<file path="config.mk">
export PLATFORM = sky130hd
export DESIGN_NAME = execute_md
export DESIGN_NICKNAME = d
export VERILOG_FILES = /design/src/rtl/md_pkg.sv /design/src/rtl/md_iter.sv /design/src/rtl/execute_md.sv
export SDC_FILE = /design/constraint.sdc
export NUM_CORES = 2
export LEC_CHECK = 0
export CORE_AREA = 8 8 277 279
export CTS_CLUSTER_DIAMETER = 40
export DETAILED_ROUTE_END_ITERATION = 16
export DIE_AREA = 0 0 285 287
export HOLD_SLACK_MARGIN = 0.12
export PLACE_DENSITY = 0.77
export SYNTH_ARGS = -nofsm -noshare
export SYNTH_HDL_FRONTEND = slang
export SYNTH_HIERARCHICAL = 1
export SYNTH_SLANG_ARGS = --single-unit
</file>
<file path="constraint.sdc">
create_clock -name i_clk -period 11.7 [get_ports i_clk]
set_clock_uncertainty 0.05 [all_clocks]
set_input_delay 1.755 -clock i_clk [delete_from_list [all_inputs] [get_ports i_clk]]
set_output_delay 1.755 -clock i_clk [all_outputs]
set_load 0.01 [all_outputs]
</file>
<file path="src/rtl/md_pkg.sv">
// Shared types and decode helpers for the execute-stage multiply/divide unit.
package md_pkg;

    // Multiply/divide operation select as presented by decode.
    typedef enum logic [3:0] {
        MD_NONE   = 4'd0,
        MD_MUL    = 4'd1,
        MD_MULH   = 4'd2,
        MD_MULHU  = 4'd3,
        MD_MULHSU = 4'd4,
        MD_DIV    = 4'd5,
        MD_DIVU   = 4'd6,
        MD_REM    = 4'd7,
        MD_REMU   = 4'd8
    } md_op_e;

    // Control FSM states of the execute stage.
    typedef enum logic [1:0] {
        ST_IDLE = 2'd0,
        ST_CALC = 2'd1,
        ST_DONE = 2'd2
    } md_state_e;

    // True for any encoding that needs the iterative unit; unused encodings
    // fall through to the single-cycle ALU path.
    function automatic logic is_md_op(input logic [3:0] op);
        return (op >= MD_MUL) && (op <= MD_REMU);
    endfunction

    // True for the four divide/remainder encodings.
    function automatic logic is_div_op(input logic [3:0] op);
        return (op >= MD_DIV) && (op <= MD_REMU);
    endfunction

    // True when the result is the remainder rather than the quotient.
    function automatic logic is_rem_op(input logic [3:0] op);
        return (op == MD_REM) || (op == MD_REMU);
    endfunction

    // Operand A is interpreted as two's complement.
    function automatic logic op_a_signed(input logic [3:0] op);
        return (op == MD_MUL) || (op == MD_MULH) || (op == MD_MULHSU) ||
               (op == MD_DIV) || (op == MD_REM);
    endfunction

    // Operand B is interpreted as two's complement.
    function automatic logic op_b_signed(input logic [3:0] op);
        return (op == MD_MUL) || (op == MD_MULH) ||
               (op == MD_DIV) || (op == MD_REM);
    endfunction

endpackage

</file>
<file path="src/rtl/md_iter.sv">
// Radix-2 iterative multiply/divide datapath: works on operand magnitudes,
// one shift-add or restoring-divide step per cycle, signs restored on output.
module md_iter
    import md_pkg::*;
#(
    parameter int XLEN = 64
) (
    input  logic            i_clk,
    input  logic            i_rst,
    input  logic            i_clear,
    input  logic            i_stall,
    input  logic            i_start,
    input  logic [3:0]      i_op,
    input  logic [XLEN-1:0] i_a,
    input  logic [XLEN-1:0] i_b,
    output logic            o_done,
    output logic [XLEN-1:0] o_result
);

    localparam int CNT_W = $clog2(XLEN);

    // r_hi/r_lo: product high/low halves for multiplies, remainder/quotient
    // for divides. r_opb: multiplicand or divisor magnitude.
    logic [XLEN-1:0]  r_hi;
    logic [XLEN-1:0]  r_lo;
    logic [XLEN-1:0]  r_opb;
    logic [CNT_W-1:0] r_cnt;
    logic             r_run;
    logic             r_is_div;
    logic             r_neg_main;
    logic             r_neg_rem;
    logic [3:0]       r_op;

    logic             w_a_neg;
    logic             w_b_neg;
    logic             w_is_div;
    logic [XLEN-1:0]  w_a_abs;
    logic [XLEN-1:0]  w_b_abs;
    logic [XLEN:0]    w_sum;
    logic [XLEN:0]    w_shift;
    logic [XLEN:0]    w_diff;
    logic             w_ge;
    logic [XLEN-1:0]  w_step_hi;
    logic [XLEN-1:0]  w_step_lo;
    logic [2*XLEN-1:0] w_prod;
    logic [2*XLEN-1:0] w_prod_s;
    logic [XLEN-1:0]  w_quot;
    logic [XLEN-1:0]  w_rem;

    // Magnitudes of the operands; the most negative value maps to 2^(XLEN-1),
    // which is exactly representable as an unsigned magnitude.
    assign w_a_neg  = op_a_signed(i_op) && i_a[XLEN-1];
    assign w_b_neg  = op_b_signed(i_op) && i_b[XLEN-1];
    assign w_a_abs  = w_a_neg ? -i_a : i_a;
    assign w_b_abs  = w_b_neg ? -i_b : i_b;
    assign w_is_div = is_div_op(i_op);

    // Shift-add step: conditionally add the multiplicand into the high half,
    // then shift the whole 2*XLEN product right by one.
    assign w_sum = {1'b0, r_hi} + (r_lo[0] ? {1'b0, r_opb} : {(XLEN+1){1'b0}});

    // Restoring-divide step: bring the next dividend bit into the remainder,
    // trial-subtract the divisor; a clear top bit means the subtract held.
    assign w_shift = {r_hi, r_lo[XLEN-1]};
    assign w_diff  = w_shift - {1'b0, r_opb};
    assign w_ge    = ~w_diff[XLEN];

    // Select the next-state values for whichever kind of step is running.
    always_comb begin
        w_step_hi = r_hi;
        w_step_lo = r_lo;
        if (r_is_div) begin
            w_step_hi = w_ge ? w_diff[XLEN-1:0] : w_shift[XLEN-1:0];
            w_step_lo = {r_lo[XLEN-2:0], w_ge};
        end else begin
            w_step_hi = w_sum[XLEN:1];
            w_step_lo = {w_sum[0], r_lo[XLEN-1:1]};
        end
    end

    // Operand load on start, one step per unstalled cycle while running,
    // and abort on flush.
    always_ff @(posedge i_clk or posedge i_rst) begin
        if (i_rst) begin
            r_hi       <= '0;
            r_lo       <= '0;
            r_opb      <= '0;
            r_cnt      <= '0;
            r_run      <= 1'b0;
            r_is_div   <= 1'b0;
            r_neg_main <= 1'b0;
            r_neg_rem  <= 1'b0;
            r_op       <= '0;
        end else if (i_clear) begin
            r_run <= 1'b0;
            r_cnt <= '0;
        end else if (!i_stall) begin
            if (i_start) begin
                r_hi       <= '0;
                r_lo       <= w_is_div ? w_a_abs : w_b_abs;
                r_opb      <= w_is_div ? w_b_abs : w_a_abs;
                r_cnt      <= '0;
                r_run      <= 1'b1;
                r_is_div   <= w_is_div;
                r_neg_main <= w_is_div ? ((w_a_neg ^ w_b_neg) && (i_b != '0))
                                       : (w_a_neg ^ w_b_neg);
                r_neg_rem  <= w_a_neg;
                r_op       <= i_op;
            end else if (r_run) begin
                r_hi  <= w_step_hi;
                r_lo  <= w_step_lo;
                r_cnt <= r_cnt + CNT_W'(1);
                if (r_cnt == CNT_W'(XLEN-1)) begin
                    r_run <= 1'b0;
                end
            end
        end
    end

    // The final step is in flight this cycle.
    assign o_done = r_run && (r_cnt == CNT_W'(XLEN-1));

    // Sign correction and result selection from the finished accumulators.
    assign w_prod   = {r_hi, r_lo};
    assign w_prod_s = r_neg_main ? -w_prod : w_prod;
    assign w_quot   = r_neg_main ? -r_lo : r_lo;
    assign w_rem    = r_neg_rem ? -r_hi : r_hi;

    // Pick the half or the divide result the operation asked for.
    always_comb begin
        o_result = '0;
        case (r_op)
            MD_MUL:                        o_result = w_prod_s[XLEN-1:0];
            MD_MULH, MD_MULHU, MD_MULHSU:  o_result = w_prod_s[2*XLEN-1:XLEN];
            MD_DIV, MD_DIVU:               o_result = w_quot;
            MD_REM, MD_REMU:               o_result = w_rem;
            default:                       o_result = '0;
        endcase
    end

endmodule

</file>
<file path="src/rtl/execute_md.sv">
// Execute stage with an iterative multiply/divide unit: owns the control FSM,
// the divide-by-zero / overflow bypass and the EX/MA pipeline register.
module execute_md
    import md_pkg::*;
#(
    parameter int XLEN      = 64,
    parameter int RD_W      = 5,
    parameter int HW_BYPASS = 1
) (
    input  logic            i_clk,
    input  logic            i_rst,
    input  logic            i_clear,
    input  logic            i_stall,
    input  logic            i_valid_in,
    input  logic [3:0]      i_md_op,
    input  logic [XLEN-1:0] i_pc,
    input  logic [RD_W-1:0] i_rd,
    input  logic [XLEN-1:0] i_alu_result,
    input  logic [XLEN-1:0] i_data1,
    input  logic [XLEN-1:0] i_data2,
    output logic            o_busy,
    output logic            o_valid_out,
    output logic [XLEN-1:0] o_pc_out,
    output logic [RD_W-1:0] o_rd_out,
    output logic [XLEN-1:0] o_result_out
);

    localparam logic [XLEN-1:0] MIN_VAL = {1'b1, {(XLEN-1){1'b0}}};

    md_state_e       r_state;
    md_state_e       w_next_state;
    logic [XLEN-1:0] r_pc_hold;
    logic [RD_W-1:0] r_rd_hold;
    logic            r_byp;
    logic [XLEN-1:0] r_byp_result;

    logic            w_start;
    logic            w_div_zero;
    logic            w_overflow;
    logic            w_bypass;
    logic [XLEN-1:0] w_byp_result;
    logic            w_iter_done;
    logic [XLEN-1:0] w_iter_result;

    // A multiply/divide is accepted only from IDLE on a clean, unstalled cycle;
    // ops presented while busy are ignored.
    assign w_start = (r_state == ST_IDLE) && i_valid_in && is_md_op(i_md_op) &&
                     !i_clear && !i_stall;

    // Corner cases whose answers are known without iterating.
    assign w_div_zero = (i_data2 == '0);
    assign w_overflow = op_a_signed(i_md_op) && (i_data1 == MIN_VAL) && (i_data2 == '1);
    assign w_bypass   = (HW_BYPASS != 0) && w_start && is_div_op(i_md_op) &&
                        (w_div_zero || w_overflow);
    assign w_byp_result = is_rem_op(i_md_op) ? (w_div_zero ? i_data1 : '0)
                                             : (w_div_zero ? '1 : MIN_VAL);

    md_iter #(
        .XLEN (XLEN)
    ) u_iter (
        .i_clk    (i_clk),
        .i_rst    (i_rst),
        .i_clear  (i_clear),
        .i_stall  (i_stall),
        .i_start  (w_start && !w_bypass),
        .i_op     (i_md_op),
        .i_a      (i_data1),
        .i_b      (i_data2),
        .o_done   (w_iter_done),
        .o_result (w_iter_result)
    );

    // FSM state register.
    always_ff @(posedge i_clk or posedge i_rst) begin
        if (i_rst) begin
            r_state <= ST_IDLE;
        end else begin
            r_state <= w_next_state;
        end
    end

    // Next-state logic: flush wins over stall, stall freezes every state.
    always_comb begin
        w_next_state = r_state;
        if (i_clear) begin
            w_next_state = ST_IDLE;
        end else if (!i_stall) begin
            case (r_state)
                ST_IDLE: if (w_start) w_next_state = w_bypass ? ST_DONE : ST_CALC;
                ST_CALC: if (w_iter_done) w_next_state = ST_DONE;
                ST_DONE: w_next_state = ST_IDLE;
                default: w_next_state = ST_IDLE;
            endcase
        end
    end

    // Capture the instruction identity and any bypass answer at acceptance so
    // the result does not depend on upstream keeping its inputs steady.
    always_ff @(posedge i_clk or posedge i_rst) begin
        if (i_rst) begin
            r_pc_hold    <= '0;
            r_rd_hold    <= '0;
            r_byp        <= 1'b0;
            r_byp_result <= '0;
        end else if (w_start) begin
            r_pc_hold    <= i_pc;
            r_rd_hold    <= i_rd;
            r_byp        <= w_bypass;
            r_byp_result <= w_byp_result;
        end
    end

    // EX/MA register: single-cycle ops pass straight through from IDLE,
    // multiply/divide results are written only from DONE.
    always_ff @(posedge i_clk or posedge i_rst) begin
        if (i_rst) begin
            o_valid_out  <= 1'b0;
            o_pc_out     <= '0;
            o_rd_out     <= '0;
            o_result_out <= '0;
        end else if (i_clear) begin
            o_valid_out <= 1'b0;
        end else if (!i_stall) begin
            case (r_state)
                ST_IDLE: begin
                    if (i_valid_in && !is_md_op(i_md_op)) begin
                        o_valid_out  <= 1'b1;
                        o_pc_out     <= i_pc;
                        o_rd_out     <= i_rd;
                        o_result_out <= i_alu_result;
                    end else begin
                        o_valid_out <= 1'b0;
                    end
                end
                ST_DONE: begin
                    o_valid_out  <= 1'b1;
                    o_pc_out     <= r_pc_hold;
                    o_rd_out     <= r_rd_hold;
                    o_result_out <= r_byp ? r_byp_result : w_iter_result;
                end
                default: begin
                    o_valid_out <= 1'b0;
                end
            endcase
        end
    end

    assign o_busy = (r_state != ST_IDLE);

endmodule

</file>
Word-level counts from Yosys, hierarchy flattened
Index checks and enable logic that the tools add are counted.

cells by class
  add/subtract/negate cells = 8
  $lt $le $gt $ge = 3
  equality and inequality tests = 23
  multiplexer cells = 46
  bitwise logic cells = 4
  reduce and logical (&&, ||, !) cells = 43

operators by type and width
  operator                                                               number
  64-bit two-way mux                                                     19
  64-bit negation                                                        4
  64-bit case mux with 2 select lines                                    2
  64-bit case mux with 4 select lines                                    1
  64-bit equality test, second input constant                            2
  128-bit two-way mux                                                    1
  128-bit negation                                                       1
  64-bit by 65-bit adder with 65-bit output                              1
  65-bit by 64-bit subtractor with 65-bit output                         1
  64-bit logical NOT                                                     1
  64-bit nonzero test                                                    1
  63-bit two-way mux                                                     1
  4-bit by 3-bit equality test with 1-bit output, second input constant  7
  6-bit two-way mux                                                      4
  1-bit logical AND                                                      16
  4-bit by 2-bit equality test with 1-bit output, second input constant  3
  2-bit two-way mux                                                      5
  5-bit case mux with 2 select lines                                     1
  1-bit two-way mux                                                      9
  3-bit AND reduction                                                    3
  4-bit by 1-bit equality test with 1-bit output, second input constant  2
  4-bit equality test, second input constant                             2
  1-bit logical OR                                                       8
  6-bit by 1-bit adder with 6-bit output, second input constant          1
  other kinds (23)                                                       31

storage, ports and cells
  flip-flop bits (word level) = 476
  bits of input ports = 270
  output and inout port bits = 135
  logic and storage cells = 145

Depth between registers and ports, before layout
  depth after elaboration = 14
  mapped depth = 21
  gate-level depth less buffers = 17

Cells and area by module
Netlist, hierarchy kept.

by module, submodules not included
  module      times used  cells an instance  area an instance (um^2)  seq. area each (um^2)
  md_iter     1           3875               26686.8                  5154.9
  execute_md  1           1253               12717.2                  6756.5

Worst setup path after synthesis
No wires, ideal clock.

  path kind = input port to flip-flop
  from = input port i_md_op[0]
  to = register u_iter.r_hi[54]
  setup time = 83 ps
  data arrival time = 4640 ps
  data required time = 11567 ps
  path slack = 6927 ps
  cell stages on the path = 16
  buffers on the path = 5
  path through = clkbuf_1 o31ai_1 nand4_1 buf_4 buf_4 a21o_1 nor2_1 clkbuf_1 o21bai_1 or2_2 nor2_1 clkbuf_1 nand2_1 nor2_1 a222oi_1 o21ai_0

between the ends
  word-level cells in the longest chain between the ends = 13
  elaborated cells between the ends (all ways) = 27
  those cells by class = order compare (3); eq/ne (5); mux (1); reduce/logical (18)

RTL lines
  item                                                                                                     line              source
  from (decl)                                                                                              execute_md.sv:15  input logic [3:0] i_md_op,
  parallel branches: the longest is 10 deep, another holds 4-bit by 1-bit >= comparator with 1-bit output  -
  1-bit logical AND (*)                                                                                    execute_md.sv:65  .i_start (w_start && !w_bypass),
  2-bit nonzero test (no line)                                                                             -
  3-bit AND reduction (no line)                                                                            -
  to (signal assigned)                                                                                     md_iter.sv:110    r_hi <= w_step_hi;
  to (decl)                                                                                                md_iter.sv:24     logic [XLEN-1:0] r_hi;

Every way passes the cells marked *.
A chain may end at the register's enable or synchronous reset.

Worst setup path after layout
  from = input port i_data2[1]
  to = register u_iter.r_hi[54]

between the ends
  word-level cells in the longest chain between the ends = 8
  elaborated cells between the ends (all ways) = 10
  those cells by class = eq/ne (1); mux (1); reduce/logical (8)

RTL lines
  item                           line              source
  from (decl)                    execute_md.sv:20  input logic [XLEN-1:0] i_data2,
  64-bit equality test           execute_md.sv:52  assign w_overflow = op_a_signed(i_md_op) && (i_data1 == MIN_VAL) && (i_data2 == '1);
  1-bit logical AND              execute_md.sv:52
  1-bit logical OR (*)           execute_md.sv:54  (w_div_zero || w_overflow);
  1-bit logical AND (*)          execute_md.sv:53  assign w_bypass = (HW_BYPASS != 0) && w_start && is_div_op(i_md_op) &&
  1-bit logical NOT (*)          execute_md.sv:65
  1-bit logical AND (*)          execute_md.sv:65
  2-bit nonzero test (no line)   -
  3-bit AND reduction (no line)  -

Every way passes the cells marked *; elsewhere a longest branch is shown, timed or not.

==> flow_metrics.env <==
export IMPL_final_cells=6346
export IMPL_insertion_delay_ps=660
export IMPL_drtIter0Drc=5529
export IMPL_maxSlewViolCount=0
export IMPL_fmax_ghz=0.150
export IMPL_nNetsFinal=5700
export IMPL_startpoint_type="primary input"
export IMPL_mostFrequentLayoutCell="nand2_1"
export IMPL_grt_overflow=0
export IMPL_relSlewSlack_pct=16.2
export IMPL_worstHoldStart="u_iter/r_opb[3]"
export IMPL_cts_tree="yes"
export IMPL_power_mw=7.34
export IMPL_num_vias=41300
export IMPL_die_h_um=287
export IMPL_p_leak_nw=19.7
export IMPL_ios=405
export IMPL_cp_data_arrival_time_ps=7150
export IMPL_layout_drive_gt1_share_pct=6.07
export IMPL_grt_pass1_wl_mm=244
export IMPL_cts_resized=0
export IMPL_r2r_slack_ps=6030
export IMPL_die_w_um=285
export IMPL_layout_min_cycle_time_ps=6680
export IMPL_maxCapViolCount=0
export IMPL_p_comb_share_pct=33.1
export IMPL_reg2reg_depth=13
export IMPL_critPathMaxFanout=67
export IMPL_p_sw_mw=2.73
export IMPL_min_delay_path_depth=2
export IMPL_ys_ff_latch=476
export IMPL_synth_distinct_cells=95
export IMPL_rr_endpoint="o_result_out[2]"
export IMPL_holdPathEnd="u_iter/r_opb[3]"
export IMPL_yosysWarningCount=6
export IMPL_postPlaceCellArea_um2=43500
export IMPL_rsz0062_at_grt="false"
export IMPL_p_seq_share_pct=28.9
export IMPL_placed_cells=6163
export IMPL_gp_congestion=1.01
export IMPL_initial_core_util_pct=54.5
export IMPL_track_usage_pct=38.6
export IMPL_ys_flop_type="dfrtp_1"
export IMPL_hold_violations=0
export IMPL_core_area_um2=72300
export IMPL_synthCells=5128
export IMPL_post_route_period_util_pct=57.1
export IMPL_fin_area_um2=46800
export IMPL_routed_wl_mm=166
export IMPL_critical_path_class="primary input to flop"
export IMPL_h_tree_depth=3
export IMPL_synth_nets=5533
export IMPL_syn_area_um2=39400
export IMPL_row_count=99
export IMPL_place_port_buffers=404
export IMPL_clk_pin_slew_worst_paths_ps=60
export IMPL_die_area_um2=81800
export IMPL_grt_max_degree=198
export IMPL_numCtsBuffers=88
export IMPL_setup_viol=0
export IMPL_wl_per_cell_um=26.1
export IMPL_tns_ps=0
export IMPL_root_buffer="clkbuf_16"
export IMPL_hold_class="flop to flop"
export IMPL_syn_to_final_growth_pct=18.8
export IMPL_cts_setup_buffers=0
export IMPL_drtAntennaViolNets=0
export IMPL_grt_pass1_vias=38300
export IMPL_sw_frac_of_total_pct=37.1
export IMPL_tightest_slew_ps=1240
export IMPL_synth_edf_count=0
export IMPL_cts_sinks=476
export IMPL_required_ps=12170
export IMPL_synth_async_reset_ratio_pct=100
export IMPL_final_cell_mix="nand2_1, o21ai_0, nor2_1"
export IMPL_firstDrtPassIters=9
export IMPL_p_per_area_nw_per_um2=157
export IMPL_peakVddDrop_mv=0.144
export IMPL_ys_seq_area_share_pct=30.2
export IMPL_drc=0
export IMPL_pwr_share_clk_pct=37.9
export IMPL_end_kind="flop"
export IMPL_antenna_found_initial=24
export IMPL_cts_hold_buf=0
export IMPL_internal_power_mw=4.62
export IMPL_reg2reg_from="u_iter/r_lo[2]"
export IMPL_clockBufferDepth=3
export IMPL_viasPerCell=6.51
export IMPL_dp_hpwl_mm=126
export IMPL_status="finished clean"
export IMPL_synth_avg_cell_area_um2=7.68
through the flow:
step | hold WS [ps] | utilization, % | worst slack (ps)
3_3_place_gp | 411 | 60.1 | 4540
3_5_place_dp | 420 | 60.1 | 4480
2_1_floorplan | 389 | - | 2460
4_1_cts | 430 | 64.7 | 5150
5_1_grt | 449 | 64.7 | 4690
6_report | 426 | 64.7 | 5020
power groups by stage:
stage / Clock [mW] / Sequential, mW / Combinational [mW]
after CTS: 2.80 / 2.11 / 2.37
after detailed placement: 0 / 2.14 / 2.35
after global placement: 0 / 2.12 / 2.33
final: 2.79 / 2.13 / 2.43
after global routing: 2.88 / 2.15 / 2.61
after floorplan: 0 / 2.09 / 1.43
synthesized netlist by cell type (124+ instances only):
| master | number | share of area (%) |
|---|---|---|
| clkbuf_1 | 295 | 2.8 |
| o21ai_0 | 531 | 6.7 |
| nand2_1 | 696 | 6.6 |
| nor2_1 | 488 | 4.6 |
| inv_1 | 124 | 1.2 |
| xor2_1 | 188 | 4.2 |
| mux2i_1 | 205 | 5.2 |
| a21oi_1 | 454 | 5.8 |
| o21ai_1 | 165 | 2.1 |
| ha_1 | 133 | 4.2 |
| dfrtp_1 | 476 | 30 |
| xnor2_1 | 177 | 3.9 |
logic make-up (layout without fill, tap and decap cells):
family / after synthesis / after routing / synth area share (%)
AOI/OAI and AO/OA: 1650 / 1650 / 24.6
xor gates and xnor gates: 365 / 365 / 8.11
adders and majority gates: 135 / 135 / 4.32
buffers and inverters: 501 / 743 / 5.40
DFF: 476 / 476 / 30.2
muxes: 285 / 285 / 7.49
other: 0 / 17 / 0
and+or+nand+nor: 1716 / 1716 / 19.8
state kept, by name, indices dropped and copies added, names as in the netlist:
signal	cells
u_iter/r_cnt	6
r_pc_hold	64
u_iter/r_hi	64
u_iter/r_is_div	1
u_iter/r_op	4
o_rd_out	5
u_iter/r_lo	64
o_pc_out	64
r_state	2
r_byp	1
u_iter/r_neg_rem	1
o_valid_out	1
u_iter/r_opb	64
o_result_out	64
r_byp_result	64
r_rd_hold	5
u_iter/r_neg_main	1
u_iter/r_run	1
worst max-delay path: stages:
cell and delay, ps:
clkdlybuf4s50_1 640, nor4_1 360, nand4_1 180, nor4_4 290
buf_4 530, a21o_1 270, nor2_4 50, buf_4 290
o21bai_1 510, or2_4 520, nor2_1 70, buf_4 230
nand2_1 670, nor2_1 250, a222oi_1 330, o21ai_0 130
final cells by class:
cell class	instances	area, um2
fill	6411	25500
clock buffer	101	2330
multi-input combinational	4151	25500
sequential	476	11900
antenna	17	42.5
inverter	124	480
tap	959	1200
clock inverter	64	946
timing repair buffer	454	4430
layer usage:
| metal | up-vias | wire [um] | part of all wire, % | track usage [%] |
|---|---|---|---|---|
| met5 | - | 65 | 0.039 | 0 |
| met4 | 10 | 12100 | 7.3 | 23.0 |
| met3 | 512 | 16200 | 9.7 | 8.81 |
| met2 | 2393 | 71600 | 43 | 58.2 |
| met1 | 19600 | 65900 | 40 | 50.5 |
| li1 | 18800 | - | - | - |
worst max-delay path by stage:
| stage | from | end | slack (ps) | depth (start not counted) |
|---|---|---|---|---|
| 2_1_floorplan | i_rst | o_pc_out[0] | 2460 | 1 |
| 3_3_place_gp | i_data2[1] | u_iter/r_hi[52] | 4540 | 16 |
| 3_5_place_dp | i_data2[1] | u_iter/r_hi[54] | 4480 | 16 |
| 4_1_cts | i_data2[1] | u_iter/r_hi[54] | 5150 | 16 |
| 5_1_grt | i_data2[2] | u_iter/r_hi[54] | 4690 | 16 |
| 6_report | i_data2[1] | u_iter/r_hi[54] | 5020 | 16 |
Power figures use the tool's default switching activity.
